File: src/rtl/loop_sequencer.sv
// loop_sequencer: registered prologue/loop sequencer for a multicycle datapath.
// Walks states 1..LOOP_LAST once, then repeats LOOP_FIRST..LOOP_LAST until the
// datapath exit condition or the programmed pass limit ends the loop in FIN.
//
// Start/done handshake: Start_i is accepted only on a rising edge where
// State_o == IDLE, and a new sequence begins at the next cycle. Done_o is high
// for exactly the one FIN cycle of a sequence that completed normally. A Start_i
// seen in any other state, FIN included, is dropped rather than queued. Abort_i
// ends a sequence without any Done_o pulse.
module loop_sequencer #(
    parameter int STATE_W    = 4,
    parameter int LOOP_FIRST = 3,
    parameter int LOOP_LAST  = 9,
    parameter int ITER_W     = 8
) (
    input  logic              Clk_i,
    input  logic              Rst_n_i,
    input  logic              Start_i,
    input  logic              Stall_i,
    input  logic              Abort_i,
    input  logic              Exit_i,
    input  logic [ITER_W-1:0] MaxIter_i,
    output logic [STATE_W-1:0] State_o,
    output logic              Busy_o,
    output logic              Done_o,
    output logic [ITER_W-1:0] IterCount_o,
    output logic              Timeout_o
);

    localparam logic [STATE_W-1:0] IDLE      = '0;
    localparam logic [STATE_W-1:0] FIRST     = STATE_W'(1);
    localparam logic [STATE_W-1:0] LOOP_TOP  = STATE_W'(LOOP_FIRST);
    localparam logic [STATE_W-1:0] LOOP_END  = STATE_W'(LOOP_LAST);
    localparam logic [STATE_W-1:0] FIN       = STATE_W'(LOOP_LAST + 1);

    // Coarse classification of the numeric state code; the code itself is the
    // register so that State_o can drive the datapath decode directly.
    typedef enum logic [2:0] {
        PH_IDLE,
        PH_BODY,
        PH_LAST,
        PH_FIN,
        PH_ILLEGAL
    } phase_t;

    logic [STATE_W-1:0] stateQ, stateNext;
    logic [ITER_W-1:0]  iterQ, iterNext;
    logic [ITER_W-1:0]  maxIterQ, maxIterNext;
    logic               timeoutQ, timeoutNext;
    logic [ITER_W-1:0]  iterInc;
    phase_t             phase;

    assign iterInc = iterQ + ITER_W'(1);

    // Classify the current state code into the phase that selects the rules.
    always_comb begin
        phase = PH_BODY;
        if (stateQ == IDLE) begin
            phase = PH_IDLE;
        end else if (stateQ == FIN) begin
            phase = PH_FIN;
        end else if (stateQ > FIN) begin
            phase = PH_ILLEGAL;
        end else if (stateQ == LOOP_END) begin
            phase = PH_LAST;
        end
    end

    // Next-state and register updates: abort first, then stall, then flow.
    always_comb begin
        stateNext   = stateQ;
        iterNext    = iterQ;
        maxIterNext = maxIterQ;
        timeoutNext = timeoutQ;
        case (phase)
            PH_IDLE: begin
                if (Start_i) begin
                    stateNext   = FIRST;
                    iterNext    = '0;
                    timeoutNext = 1'b0;
                    maxIterNext = MaxIter_i;
                end
            end
            PH_BODY: begin
                if (Abort_i) begin
                    stateNext = IDLE;
                end else if (!Stall_i) begin
                    stateNext = stateQ + STATE_W'(1);
                end
            end
            PH_LAST: begin
                if (Abort_i) begin
                    stateNext = IDLE;
                end else if (!Stall_i) begin
                    // The pass counts even when it is the one that leaves the loop.
                    iterNext = iterInc;
                    if (Exit_i) begin
                        stateNext   = FIN;
                        timeoutNext = 1'b0;
                    end else if ((maxIterQ != '0) && (iterInc == maxIterQ)) begin
                        stateNext   = FIN;
                        timeoutNext = 1'b1;
                    end else begin
                        stateNext = LOOP_TOP;
                    end
                end
            end
            PH_FIN: begin
                // One cycle only; abort and stall both lead to IDLE anyway.
                stateNext = IDLE;
            end
            default: begin
                stateNext = IDLE;
            end
        endcase
    end

    // State, counter, limit and flag registers with asynchronous reset.
    always_ff @(posedge Clk_i or negedge Rst_n_i) begin
        if (!Rst_n_i) begin
            stateQ   <= IDLE;
            iterQ    <= '0;
            maxIterQ <= '0;
            timeoutQ <= 1'b0;
        end else begin
            stateQ   <= stateNext;
            iterQ    <= iterNext;
            maxIterQ <= maxIterNext;
            timeoutQ <= timeoutNext;
        end
    end

    // Status outputs are pure decodes of the registered state.
    always_comb begin
        State_o     = stateQ;
        Busy_o      = (stateQ != IDLE);
        Done_o      = (stateQ == FIN);
        IterCount_o = iterQ;
        Timeout_o   = timeoutQ;
    end

endmodule

File: config.mk
export PLATFORM = sky130hd
export DESIGN_NAME = loop_sequencer
export DESIGN_NICKNAME = d
export VERILOG_FILES = /design/src/rtl/loop_sequencer.sv
export SDC_FILE = /design/constraint.sdc
export NUM_CORES = 1
export LEC_CHECK = 0
export CAP_MARGIN = 20
export CORE_MARGIN = 3
export CORE_UTILIZATION = 44
export DETAILED_ROUTE_END_ITERATION = 6
export PLACE_DENSITY = 0.73
export SETUP_SLACK_MARGIN = 0.05
export SLEW_MARGIN = 20
export SYNTH_ARGS = -nofsm -noshare
export SYNTH_HDL_FRONTEND = slang
export SYNTH_SLANG_ARGS = --single-unit
File: constraint.sdc
create_clock -name Clk_i -period 1.9 [get_ports Clk_i]
set_input_delay 0.38 -clock Clk_i [delete_from_list [all_inputs] [get_ports Clk_i]]
set_output_delay 0.38 -clock Clk_i [all_outputs]
set_load 0.01 [all_outputs]
==> summary.txt <==
TritonRoute pass-1 iters - 4
Worst-Skew Late Latency - 0.30 ns
CP max stage cell - dfrtp_2
Hold_buf cts - 0
Total CTS buffers - 3
Worst-Margin Slew - 0.3501 ns
H-tree Lvls - 1
Post-layout util - 0.7101
Status - finished, final reports clean
Filler cell count - 216
Reg power frac - 0.327
Largest net degree at the start of global routing - 22
Post-synth EDFFs - 0
Antenna fix cells - 0
First-pass GRT wire length - 5.671 mm
Number of nets in the final layout - 216
Clock Skews - 0.002119 ns
P_leak - 0.8905 nW
Sw Pwr - 0.8248 mW
Synthesis-stage register bit count - 21
Final Setup Violations - 0
Clock power share - 0.100
Initial Utilization - 0.4807
Routed Antenna Nets - 0
Setup TNS - 0 ns
Area leader, netlist - dfrtp_1
Worst Path Arrival - 1.44 ns
DR WL/cell - 16.45 um
Max-slew headroom - 0.7666
Placer Congestion - 0.9122
Vias in the first global route - 1276
Hold crit path type - input port to async pin
Clk sinks - 21
Distinct cell type count after synthesis - 40
Die height - 61.83 um
DP Wirelength - 2.801 mm
# rows - 19
Top cell type's share of synthesized area - 0.3832
CP required - 1.52 ns
CORE AREA - 2853 um2
Synth Warn # - 0
Final wirelength - 3.734 mm
Buffers on Ports - 28
Cell with the most instances after synthesis - dfrtp_1
Die ar. - 3822 um2
DRC - 0
Syn-to-layout area delta - 47.72%
Die X-Extent - 61.83 um
Via density - 5.767
Max IR drop VDD - 0.6703 mV
Peak fanout along the critical path - 4
Sw Ratio - 0.3831
Via count - 1309
Avg Inst Size Synth - 9.726 um2
Setup repair after global routing missed its margin - yes
R2R Setup Slk - 0.09 ns
Worst-path clk slew - 0.12 ns
Syn nets - 160
Hold Violations, Final - 0
FMAX - 0.5480 GHz
CTS tree - built
Mapped Area - 1371 um2
Logic gate share of total power - 0.573
Max-cap violation count - 0
Tmin final - 1.825 ns
WHS - 0.4067 ns
Ys async rst share - 1.000
CP Launch Type - flop
Top cells by count, synth - dfrtp_1, o21ai_0, xnor2_1
Period utilization - 0.9605
Max-slew violation count - 0
Post-synth top flop - dfrtp_1
Post-Syn Instances - 141
Internal power - 1.328 mW
WS Path Type - flop to output pin
Root buf cell - clkbuf_4
Pwr dens - 1063 nW/um2
I/O pin count - 29
Global route overflow - 0
# placed instances - 219
Leading post-synthesis cells by cell area - dfrtp_1, mux2_2, xnor2_1
Layout cells sized above 1 - 0.3878
CP Capture Type - output pin
Crit path cell chain - inv_2 -> ha_2 -> nand2b_4 -> nand2b_1 -> buf_2
Clk buf depth - 2
Worst stage delay on the critical path - 0.48 ns
Initial antenna violation count - 0
GRT Total Usage - 0.1999
Register area share after synthesis - 0.3832
Non-filler cells, final - 227
Initial DRC count - 75
[sequential cells by signal, indices dropped and copies added (netlist names)]
name and flops:
IterCount_o 8, State_o 4, Timeout_o 1, maxIterQ 8
[critical path, delay by kind of cell (launching register included)]
family                   cells  cell delay [ns]
adder cells (fa/ha/maj)      1             0.21
buffers and inverters        2             0.24
flip-flops                   1             0.48
AND/OR/NAND/NOR              2             0.23
[cell usage in the layout, fill, tap and decap left out, types with 6 or more instances in the layout]
| cell | count |
|---|---|
| o21ai_1 | 6 |
| xnor2_1 | 7 |
| clkdlybuf4s50_1 | 23 |
| nor2_1 | 6 |
| nand3_1 | 6 |
| buf_4 | 26 |
| a21oi_1 | 7 |
| mux2_2 | 8 |
| dfrtp_1 | 16 |
[metal layers]
metal | routed length [um] | global-route usage
met1 | 1711 | 0.2665
met3 | 169 | 0.03306
met2 | 1797 | 0.3274
met4 | 57 | 0.06970
met5 | 0 | 0
[per-stage QoR]
step,power (mW),area [um2],setup slack [ns]
after floorplan,1.356,1400,0.01942
after global placement,1.745,1881,-0.03298
after detailed placement,1.791,1881,-0.08613
after CTS,2.038,1938,0.03277
after global routing,2.283,2026,-0.01471
final,2.153,2026,0.07509
[path summary, 6_finish.rpt]
| check | cells after the start | endpoint | startpoint |
|---|---|---|---|
| worst max-delay path | 5 | Busy_o | State_o[1] |
| worst min-delay path | 2 | IterCount_o[5] | Rst_n_i |
| worst max register to register | 7 | State_o[3] | State_o[1] |
| worst min register to register | 1 | IterCount_o[7] | IterCount_o[7] |
| max in group asynchronous | 2 | State_o[1] | Rst_n_i |
| min in group Clk_i | 1 | IterCount_o[7] | IterCount_o[7] |
[cell families (layout without fill, tap and decap cells)]
family          after synthesis  in the layout  share of synthesized area
simple gates                 43             43                     0.1889
compound gates               37             37                     0.1825
flops                        21             21                     0.3832
buf+inv                      14             69                    0.05018
xor+xnor                     12             12                    0.07665
mux                           9              9                    0.07300
fa+ha+maj                     5              5                    0.04562
[power groups by stage]
stage	clock [mW]	sequential, mW	combinational (mW)
3_5_place_dp	0	0.713	1.08
3_3_place_gp	0	0.705	1.04
4_1_cts	0.224	0.696	1.12
5_1_grt	0.241	0.717	1.33
2_1_floorplan	0	0.708	0.648
6_report	0.216	0.704	1.23
[area by class of cell]
cell class,instances,area (um2),area share
inverter,8,30.03,0.01482
timing repair buffer,57,515.5,0.2545
clock buffer,3,22.52,0.01112
clock inverter,1,5.005,0.002471
multi-input combinational,106,882.1,0.4355
tap,31,38.79,0.01915
sequential,21,531.8,0.2625
[repair_timing]
item                       4_1_cts  5_1_grt
pin swaps                        0        3
cloned                           0        0
resized for setup                8       30
setup buffers                    3        1
setup endpoints to repair        9       19
No activity file was read; power rests on OpenSTA's default activity.
